--- config.mk ---
export PLATFORM = sky130hd
export DESIGN_NAME = i2s_dac_tx_flat
export DESIGN_NICKNAME = d
export VERILOG_FILES = /design/src/rtl/i2s_dac_tx_pkg.sv /design/src/rtl/i2s_dac_tx_if.sv /design/src/rtl/i2s_dac_tx_sat_shift.sv /design/src/rtl/i2s_dac_tx.sv /design/src/flat_wrapper.sv
export SDC_FILE = /design/constraint.sdc
export NUM_CORES = 1
export LEC_CHECK = 0
export ABC_AREA = 1
export BUFFER_PORTS_ARGS = -buffer_cell sky130_fd_sc_hd__buf_4
export CORE_MARGIN = 2
export CORE_UTILIZATION = 30
export DETAILED_ROUTE_END_ITERATION = 8
export GPL_TIMING_DRIVEN = 1
export PLACE_DENSITY = 0.55
export REMOVE_ABC_BUFFERS = 1
export SLEW_MARGIN = 20
export SYNTH_ARGS = -nofsm -noshare
export SYNTH_HDL_FRONTEND = slang
export SYNTH_HIERARCHICAL = 1
export SYNTH_SLANG_ARGS = --single-unit
--- constraint.sdc ---
create_clock -name clk -period 3.6 [get_ports clk]
set_clock_uncertainty 0.1 [all_clocks]
set_input_delay 0.36 -clock clk [delete_from_list [all_inputs] [get_ports clk]]
set_output_delay 0.36 -clock clk [all_outputs]
set_load 0.05 [all_outputs]
--- src/rtl/i2s_dac_tx_pkg.sv ---
// Purpose: shared widths, frame geometry and the I2S slot-to-bit mapping for the DAC transmitter.
// Latency: n/a (types, constants and a pure function only).
// Backpressure: n/a.
//
// Contents:
//   IN_W, SAMPLE_W                  interpolator input width / DAC word width
//   FRAME_LEN, BCLK_DIV, SLOTS_PER_CH  frame geometry in clk cycles / bit periods
//   CNT_W, PH_W, SLOT_W             derived field widths of the frame counter {half, slot, phase}
//   sample_t                        one 24-bit DAC word
//   slot_bit()                      serial bit carried by a slot (I2S one-bit delay)
package audipus_pkg;

  localparam int IN_W         = 34;
  localparam int SAMPLE_W     = 24;
  localparam int FRAME_LEN    = 512;
  localparam int BCLK_DIV     = 8;
  localparam int SLOTS_PER_CH = 32;

  // Frame counter layout: [CNT_W-1] = channel half, [PH_W +: SLOT_W] = slot, [PH_W-1:0] = bit phase.
  localparam int CNT_W  = $clog2(FRAME_LEN);
  localparam int PH_W   = $clog2(BCLK_DIV);
  localparam int SLOT_W = $clog2(SLOTS_PER_CH);

  typedef logic [SAMPLE_W-1:0] sample_t;

  // Slot 0 is the I2S one-bit delay after the word-select edge; slots 1..SAMPLE_W carry
  // the word MSB first and the remaining slots are zero padding.
  function automatic logic slot_bit(input sample_t word, input logic [SLOT_W-1:0] slot);
    logic [SLOT_W-1:0] idx;
    idx = SLOT_W'(SAMPLE_W) - slot;
    if (slot >= SLOT_W'(1) && slot <= SLOT_W'(SAMPLE_W)) begin
      return word[idx];
    end
    return 1'b0;
  endfunction

endpackage

--- src/rtl/i2s_dac_tx_if.sv ---
// Purpose: bundle of the enable, sample strobe/data, I2S pins and status flags of i2s_dac_tx.
// Latency: n/a (wiring only).
// Backpressure: none; din_valid is a one-cycle strobe, the transmitter never stalls its source.
//
// Signals:
//   run                     enable, low holds the transmitter idle and clears its state
//   din_valid               one-cycle strobe qualifying l_data_in / r_data_in
//   l_data_in, r_data_in    34-bit signed interpolated samples
//   bclk, lrclk, sdata      I2S bit clock, word select (0 = left), serial data
//   underrun, overrun       sticky status flags
// Modports: master = sample source / status observer, slave = transmitter.
interface i2s_dac_tx_if;
  import audipus_pkg::*;

  logic            run;
  logic            din_valid;
  logic [IN_W-1:0] l_data_in;
  logic [IN_W-1:0] r_data_in;
  logic            bclk;
  logic            lrclk;
  logic            sdata;
  logic            underrun;
  logic            overrun;

  modport master (
    output run, din_valid, l_data_in, r_data_in,
    input  bclk, lrclk, sdata, underrun, overrun
  );

  modport slave (
    input  run, din_valid, l_data_in, r_data_in,
    output bclk, lrclk, sdata, underrun, overrun
  );

endinterface

--- src/rtl/i2s_dac_tx_sat_shift.sv ---
// Purpose: arithmetic right shift of a 34-bit signed sample followed by saturation to 24 bits.
// Latency: combinational.
// Backpressure: none.
//
// Ports:
//   x_i  34-bit signed interpolator sample
//   y_o  24-bit signed DAC word, clamped to [-8388608, 8388607]
module i2s_sat_shift
  import audipus_pkg::*;
#(
  parameter int SHIFT = 9
) (
  input  logic [IN_W-1:0] x_i,
  output sample_t         y_o
);

  logic signed [IN_W-1:0]        shifted;
  logic        [IN_W-SAMPLE_W:0] top_bits;

  assign shifted  = $signed(x_i) >>> SHIFT;
  // The shifted value fits in SAMPLE_W bits exactly when every bit from the target sign
  // position upward is a copy of the sign bit.
  assign top_bits = shifted[IN_W-1:SAMPLE_W-1];

  always_comb begin
    if (&top_bits || ~|top_bits) begin
      y_o = shifted[SAMPLE_W-1:0];
    end else if (shifted[IN_W-1]) begin
      y_o = {1'b1, {(SAMPLE_W-1){1'b0}}};
    end else begin
      y_o = {1'b0, {(SAMPLE_W-1){1'b1}}};
    end
  end

endmodule

--- src/rtl/i2s_dac_tx.sv ---
// Purpose: stereo I2S DAC transmitter with a one-deep pending buffer and frame-aligned word load.
// Latency: a sample strobed in frame N is loaded at the end of N; its left MSB appears at cnt 8 of N+1.
// Backpressure: none; a second strobe before the load overwrites (overrun), a load with nothing
//               pending repeats the previous words (underrun).
//
// Ports:
//   clk    system clock, all logic on its rising edge
//   reset  asynchronous active-high reset
//   bus    slave side of i2s_dac_tx_if (run, sample strobe/data in; I2S pins and flags out)
module i2s_dac_tx #(
  parameter int SHIFT     = 9,
  parameter int FRAME_LEN = 512
) (
  input  logic         clk,
  input  logic         reset,
  i2s_dac_tx_if.slave  bus
);
  import audipus_pkg::*;

  localparam logic [CNT_W-1:0] LAST_CNT = CNT_W'(FRAME_LEN - 1);

  logic [CNT_W-1:0] cnt_q, cnt_d;
  sample_t          pend_l_q, pend_l_d;
  sample_t          pend_r_q, pend_r_d;
  logic             pend_full_q, pend_full_d;
  sample_t          tx_l_q, tx_l_d;
  sample_t          tx_r_q, tx_r_d;
  logic             bclk_q, bclk_d;
  logic             lrclk_q, lrclk_d;
  logic             sdata_q, sdata_d;
  logic             underrun_q, underrun_d;
  logic             overrun_q, overrun_d;

  sample_t          conv_l, conv_r;
  logic             load;
  logic [SLOT_W-1:0] slot_nxt;
  sample_t          word_nxt;

  i2s_sat_shift #(.SHIFT(SHIFT)) u_sat_l (
    .x_i (bus.l_data_in),
    .y_o (conv_l)
  );

  i2s_sat_shift #(.SHIFT(SHIFT)) u_sat_r (
    .x_i (bus.r_data_in),
    .y_o (conv_r)
  );

  always_comb begin
    cnt_d       = cnt_q;
    pend_l_d    = pend_l_q;
    pend_r_d    = pend_r_q;
    pend_full_d = pend_full_q;
    tx_l_d      = tx_l_q;
    tx_r_d      = tx_r_q;
    bclk_d      = bclk_q;
    lrclk_d     = lrclk_q;
    sdata_d     = sdata_q;
    underrun_d  = underrun_q;
    overrun_d   = overrun_q;
    load        = 1'b0;
    slot_nxt    = '0;
    word_nxt    = '0;

    if (!bus.run) begin
      cnt_d       = '0;
      pend_l_d    = '0;
      pend_r_d    = '0;
      pend_full_d = 1'b0;
      tx_l_d      = '0;
      tx_r_d      = '0;
      bclk_d      = 1'b0;
      lrclk_d     = 1'b0;
      sdata_d     = 1'b0;
      underrun_d  = 1'b0;
      overrun_d   = 1'b0;
    end else begin
      load  = (cnt_q == LAST_CNT);
      cnt_d = load ? '0 : cnt_q + 1'b1;

      if (load) begin
        if (pend_full_q) begin
          tx_l_d      = pend_l_q;
          tx_r_d      = pend_r_q;
          pend_full_d = 1'b0;
        end else begin
          underrun_d = 1'b1;
        end
      end

      // A strobe coinciding with the load refills the buffer the load just emptied,
      // so it is not an overrun and the buffer stays full.
      if (bus.din_valid) begin
        pend_l_d    = conv_l;
        pend_r_d    = conv_r;
        pend_full_d = 1'b1;
        if (pend_full_q && !load) begin
          overrun_d = 1'b1;
        end
      end

      // Outputs are registered from the next count so that they line up with cnt_q.
      bclk_d  = cnt_d[PH_W-1];
      lrclk_d = cnt_d[CNT_W-1];

      // New serial bit only at the start of a bit period (bclk falling edge). At the
      // frame wrap the slot is 0, so using the freshly loaded words is safe.
      if (cnt_d[PH_W-1:0] == '0) begin
        slot_nxt = cnt_d[PH_W +: SLOT_W];
        word_nxt = cnt_d[CNT_W-1] ? tx_r_d : tx_l_d;
        sdata_d  = slot_bit(word_nxt, slot_nxt);
      end
    end
  end

  always_ff @(posedge clk or posedge reset) begin
    if (reset) begin
      cnt_q       <= '0;
      pend_l_q    <= '0;
      pend_r_q    <= '0;
      pend_full_q <= 1'b0;
      tx_l_q      <= '0;
      tx_r_q      <= '0;
      bclk_q      <= 1'b0;
      lrclk_q     <= 1'b0;
      sdata_q     <= 1'b0;
      underrun_q  <= 1'b0;
      overrun_q   <= 1'b0;
    end else begin
      cnt_q       <= cnt_d;
      pend_l_q    <= pend_l_d;
      pend_r_q    <= pend_r_d;
      pend_full_q <= pend_full_d;
      tx_l_q      <= tx_l_d;
      tx_r_q      <= tx_r_d;
      bclk_q      <= bclk_d;
      lrclk_q     <= lrclk_d;
      sdata_q     <= sdata_d;
      underrun_q  <= underrun_d;
      overrun_q   <= overrun_d;
    end
  end

  assign bus.bclk     = bclk_q;
  assign bus.lrclk    = lrclk_q;
  assign bus.sdata    = sdata_q;
  assign bus.underrun = underrun_q;
  assign bus.overrun  = overrun_q;

endmodule

--- src/flat_wrapper.sv ---
// flat-port wrapper written by rule: the top's interface ports become plain ports
module i2s_dac_tx_flat import audipus_pkg::*;
#(
  parameter int SHIFT     = 9,
  parameter int FRAME_LEN = 512
)
  (clk, reset, bus_run, bus_din_valid, bus_l_data_in, bus_r_data_in, bus_bclk, bus_lrclk, bus_sdata, bus_underrun, bus_overrun);
  i2s_dac_tx_if bus_i ();
  input  logic clk;
  input  logic reset;
  input wire logic [$bits(bus_i.run)-1:0] bus_run;
  input wire logic [$bits(bus_i.din_valid)-1:0] bus_din_valid;
  input wire logic [$bits(bus_i.l_data_in)-1:0] bus_l_data_in;
  input wire logic [$bits(bus_i.r_data_in)-1:0] bus_r_data_in;
  output wire logic [$bits(bus_i.bclk)-1:0] bus_bclk;
  output wire logic [$bits(bus_i.lrclk)-1:0] bus_lrclk;
  output wire logic [$bits(bus_i.sdata)-1:0] bus_sdata;
  output wire logic [$bits(bus_i.underrun)-1:0] bus_underrun;
  output wire logic [$bits(bus_i.overrun)-1:0] bus_overrun;
  assign bus_i.run = bus_run;
  assign bus_i.din_valid = bus_din_valid;
  assign bus_i.l_data_in = bus_l_data_in;
  assign bus_i.r_data_in = bus_r_data_in;
  assign bus_bclk = bus_i.bclk;
  assign bus_lrclk = bus_i.lrclk;
  assign bus_sdata = bus_i.sdata;
  assign bus_underrun = bus_i.underrun;
  assign bus_overrun = bus_i.overrun;
  i2s_dac_tx #(.SHIFT(SHIFT), .FRAME_LEN(FRAME_LEN)) u_core (.clk(clk), .reset(reset), .bus(bus_i));
endmodule
== After elaboration in Yosys (flattened, before gate mapping) ==
Index checks and enable logic that the tools add are counted.

* Flip-flop bits (word level): 111
* Input port bits: 72

* Reductions and logical operators: 14
* $add $sub $neg: 2
* Muxes and demuxes: 39
* Equal/unequal tests: 7
* $lt $le $gt $ge: 3

{| class="wikitable"
|+ Operators with widths
! operator !! count
|-
| two-way mux 24 bit || 17
|-
| two-way mux 1 bit || 19
|-
| two-way mux 9 bit || 2
|-
| adder 9 x 1 -> 9 bit, second input constant || 1
|-
| == test 9 bit, second input constant || 1
|-
| != test 2 x 1 -> 1 bit, second input constant || 4
|-
| AND reduction 2 bit || 4
|-
| less-than comparator 5 x 6 -> 1 bit, second input constant || 1
|-
| binary-select mux 1 bit (select 5 bit) || 1
|-
| >= comparator 5 x 1 -> 1 bit, second input constant || 1
|-
| less-or-equal comparator 5 bit, second input constant || 1
|-
| subtractor 5 bit, first input constant || 1
|-
| OR reduction 2 bit || 2
|-
| logical NOT 1 bit || 3
|-
| logical NOT 3 bit || 1
|-
| != test 3 x 1 -> 1 bit, second input constant || 1
|-
| logical AND 1 bit || 2
|-
| logical OR 1 bit || 2
|-
| != test 2 bit, second input constant || 1
|}

== Longest topological paths before layout ==
* Depth in word-level cells: 10
* Mapped depth: 23

== Hierarchy ==
The synthesis kept the hierarchy.

{| class="wikitable"
|+ Modules (own cells, without submodules)
! module !! instances !! sequential area each (µm²) !! cells an instance !! area an instance (µm²)
|-
| i2s_dac_tx || 1 || 2727.6 || 658 || 5303.8
|-
| i2s_sat_shift || 2 || 0.0 || 57 || 352.8
|}

== Least setup slack after synthesis ==
Ideal clock, no wire load.

* Path kind: reg-to-reg
* Start: reg u_core.cnt_q[2]
* End: reg u_core.sdata_q, in the netlist u_core/bus.sdata
* Data required time: 3426 ps
* Cell stages (with the launch flop): 23
* Data arrival time: 3036 ps
* Path buffers: 3
* Path slack: 391 ps
* Cells stage by stage: dfrtp_1 -> nand3_2 -> nor2_4 -> nand3_1 -> nor2_1 -> ha_1 -> buf_6 -> inv_4 -> nand2_2 -> nor2_4 -> buf_6 -> ha_1 -> buf_2 -> clkinv_1 -> nand3_1 -> nand3_1 -> nand3_1 -> nand3_1 -> nand3_1 -> nand2_1 -> nand2_1 -> nand2_1 -> a21oi_2

* Word-level cells in the longest chain between the ends: 10

{| class="wikitable"
|+ RTL lines
! element !! line !! source
|-
| start, declared || i2s_dac_tx.sv:22 || <nowiki>logic [CNT_W-1:0] cnt_q, cnt_d;</nowiki>
|-
| start signal, assigned || i2s_dac_tx.sv:130 || <nowiki>cnt_q <= cnt_d;</nowiki>
|-
| branches (longest 10 deep; another with adder 9 x 1 -> 9 bit) || n/a ||
|-
| end signal, assigned || i2s_dac_tx.sv:138 || <nowiki>sdata_q <= sdata_d;</nowiki>
|-
| end, declared || i2s_dac_tx.sv:30 || <nowiki>logic sdata_q, sdata_d;</nowiki>
|}

Parallel ways; which one is timed is not known. The select of a mux whose other input is x is not followed.
A chain may end at the register's enable or synchronous reset.

== Worst setup path after layout ==
* Start: reg u_core.cnt_q[0]
* End: reg u_core.sdata_q, in the netlist u_core/bus.sdata

Same word-level chain as after synthesis.

==> flow_metrics.py <==
metrics = {
    "pwr": {
        "internal-power_w": 0.00185,
        "p_leak_nw": 3.35,
        "p_sw_w": 0.000702,
        "ir_drop_mv": 0.202,
        "seq_power_share_pct": 50.8,
        "switching_share_pct": 27.5,
        "p_per_area_mw_per_mm2": 376,
        "p_clk_share_pct": 37.2,
        "combPwrFrac_pct": 12.0,
    },
    "critical_path": {
        "worstSetupPathType": "reg -> reg",
        "start_kind": "flip-flop",
        "cp_max_fo": 13,
        "path_cells": "ha_1 -> nand3_2 -> nor2_4 -> nand3_1 -> nor2_1 -> ha_2 -> inv_4 -> nand2_2 -> nor2_4 -> ha_1 -> clkinvlp_4 -> nand3_1 -> nand3_1 -> nand3_1 -> nand3_1 -> nand3_1 -> nand2_1 -> nand2_1 -> nand2_1 -> a21oi_2",
        "slowest_stage": "dfrtp_1",
        "required_ns": 3.79,
        "cp.arrival_ns": 3.43,
        "endpoint_kind": "flip-flop",
        "cp_common_cell": "nand3_1",
        "max_stage_delay_ns": 0.48,
    },
    "timing": {
        "grt_setup_unrepaired": "false",
        "period_share_pct": 90.1,
        "finalCriticalPeriod_ns": 3.24,
        "setup_violations": 0,
        "fmax_mhz": 308,
        "hold_violations": 0,
        "whs_ns": 0.0400,
        "final.setup.tns_ns": 0,
        "report.final.slew_viol_count": 0,
        "tightest_slew_ns": 0.946,
        "relSlewSlack_pct": 37.0,
    },
    "clock_network": {
        "cts_buffer_depth": 2,
        "cts_root_buf": "clkbuf_16",
        "htreeDepth": 3,
        "cts_resized": 0,
        "cts_tree": "built",
        "cts_hold_buf": 0,
        "cts_setup_buffers": 0,
        "numClockSinks": 109,
        "clk_latency_ns": 0.36,
        "cts_buffers": 9,
        "clk_transition_reported_paths_ns": 0.07,
    },
    "final_layout": {
        "layout_common_cells": "220 x nand2_1, 179 x nand3_1, 109 x dfrtp_1, 69 x buf_4, 39 x a21oi_1",
        "layoutNonFillerInstCount": 1064,
        "diodes": 0,
        "mostFrequentLayoutCell": "nand2_1",
        "area_delta_synth_final_pct": 13.2,
        "n_fill_cell": 2141,
        "drive_gt1_share_pct": 17.9,
        "finalNetCount": 874,
    },
    "floorplanning": {
        "die_w_um": 146,
        "die_h_um": 146,
        "num_rows": 51,
        "die-area_sq_mm": 0.0212,
        "start_util_pct": 30.7,
        "coreArea_sq_mm": 0.0196,
        "io_pins": 77,
    },
    "synth": {
        "synth_cells": 772,
        "synth_area_per_cell_sq_um": 7.78,
        "ys_seq_area_share_pct": 45.4,
        "ys_types": 33,
        "synth_seq_cells": 109,
        "syn_area_sq_mm": 0.00601,
        "ys_warn_count": 6,
    },
    "global_route": {
        "grt_pass1_wl_um": 25800,
        "grt_pass1_vias": 4958,
        "grtUsageMet1_pct": 20.9,
        "use_met2_pct": 23.5,
        "grt.overflow.total": 0,
        "grt_busiest_layer": "met2",
        "antenna_found_initial": 0,
        "track_usage_pct": 14.8,
        "use_met3_pct": 3.04,
        "grt_max_degree": 62,
    },
    "route": {
        "drt_wl_total_um": 14900,
        "ant_nets": 0,
        "viasPerCell": 4.70,
        "wire_per_inst_um": 14.0,
        "route.detailed.drc": 0,
        "drt_first_pass_iters": 4,
        "drt-initial-drc-count": 301,
        "via_count": 5003,
    },
    "min_path": {
        "hp-class": "in -> async",
    },
    "place": {
        "gp_congestion": 0.770,
        "dp_hpwl_um": 9250,
        "io_buffers": 58,
        "dpl.cell_count": 1048,
    },
    "run": {
        "max_cap_violations": 0,
    },
    "status": {
        "outcome": "finished, final reports clean",
    },
}
==> layer usage <==
layer,wire length (um),vias up
met5,0,-
li1,-,2601
met4,143,0
met2,6880,73
met3,512,11
met1,7370,2318
==> worst max-delay path, delay by kind of cell (launching register included) <==
family	cells	cell delay (ns)
buf+inv	2	0.28
flops	1	0.48
fa+ha+maj	3	0.88
simple gates	14	1.30
compound gates	1	0.12
==> through the flow <==
stage | util, % | worst slack, ns | instance area, sq um | power, W
after floorplan | - | 0.112 | 5620 | 0.00149
after global placement | 33.3 | 0.210 | 6520 | 0.00163
after detailed placement | 33.3 | 0.213 | 6520 | 0.00164
after CTS | 34.7 | 0.175 | 6800 | 0.00260
after global routing | 34.7 | 0.0549 | 6800 | 0.00269
final | 34.7 | 0.357 | 6800 | 0.00256
==> final timing paths <==
| kind | startpoint | endpoint | slack [ns] | cells past startpoint |
|---|---|---|---|---|
| min in group clk | bus_r_data_in[19] | u_core/pend_r_q[10] | 0.23 | 5 |
| setup reg to reg | u_core/cnt_q[0] | u_core/bus.sdata | 0.36 | 20 |
| setup / recovery | u_core/cnt_q[0] | u_core/bus.sdata | 0.36 | 20 |
| hold / removal | reset | u_core/tx_r_q[17] | 0.04 | 2 |
| max in group asynchronous | reset | u_core/tx_r_q[22] | 2.62 | 3 |
| hold reg to reg | u_core/bus.overrun | u_core/bus.overrun | 0.40 | 1 |
==> Yosys cell counts <==
library cell  instances  area share (%)
nand2_1             220              14
nand3_1             179              15
dfrtp_1             109              45
a21oi_1              39             3.2
o21ai_1              33             2.7
clkbuf_1             30             1.9
nor2_1               28             1.7
inv_1                27             1.7
o21ai_2              18             2.6
buf_6                14             2.6
o21ai_0              10            0.83
ha_1                  8             1.7
nand2_2               8            0.83
buf_4                 7            0.87
buf_2                 6            0.50
nand3_2               6             1.0
inv_2                 5            0.31
nor2_2                4            0.42
a21oi_2               3            0.44
buf_8                 2            0.50
nand4_1               2            0.21
nor2_4                2            0.37
or2_2                 2            0.21
buf_1                 1           0.062
clkinv_1              1           0.062
clkinv_2              1           0.083
inv_4                 1            0.10
nand2_4               1            0.19
nand3_4               1            0.29
nor3_1                1           0.083
nor4_1                1            0.10
o21a_1                1            0.12
xnor2_1               1            0.15
==> power groups by stage <==
stage / combinational (W) / sequential (W) / clock, W
3_5_place_dp: 0.000316 / 0.00132 / 0
4_1_cts: 0.000316 / 0.00130 / 0.000981
3_3_place_gp: 0.000313 / 0.00132 / 0
6_report: 0.000307 / 0.00130 / 0.000951
5_1_grt: 0.000354 / 0.00131 / 0.00103
2_1_floorplan: 0.000164 / 0.00132 / 0
==> cell type report <==
cell class	instances	area (sq um)	share of cell area, %
tap	265	332	4.87
multi-input combinational	568	2770	40.7
timing repair buffer	71	558	8.20
clock inverter	6	46.3	0.681
inverter	35	143	2.10
sequential	109	2730	40.1
clock buffer	10	229	3.37
==> sequential cells by signal, summed over array words and instances, names as in the netlist <==
register	flops
u_core/bus.overrun	1
u_core/bus.underrun	1
u_core/tx_l_q	24
u_core/cnt_q	9
u_core/bus.sdata	1
u_core/pend_full_q	1
u_core/pend_r_q	24
u_core/tx_r_q	24
u_core/pend_l_q	24
==> kinds of logic (layout without fill, tap and decap cells) <==
group                      after synthesis  in the layout  share of synthesized area, %
AOI/OAI and AO/OA                      104            104                          10.0
xor gates and xnor gates                 1              1                         0.146
adders and majority gates                8              8                          1.67
buffers and inverters                   95            122                          8.68
DFF                                    109            109                          45.4
and+or+nand+nor                        455            455                          34.1
Note: power is estimated with default switching activity, not from simulation.
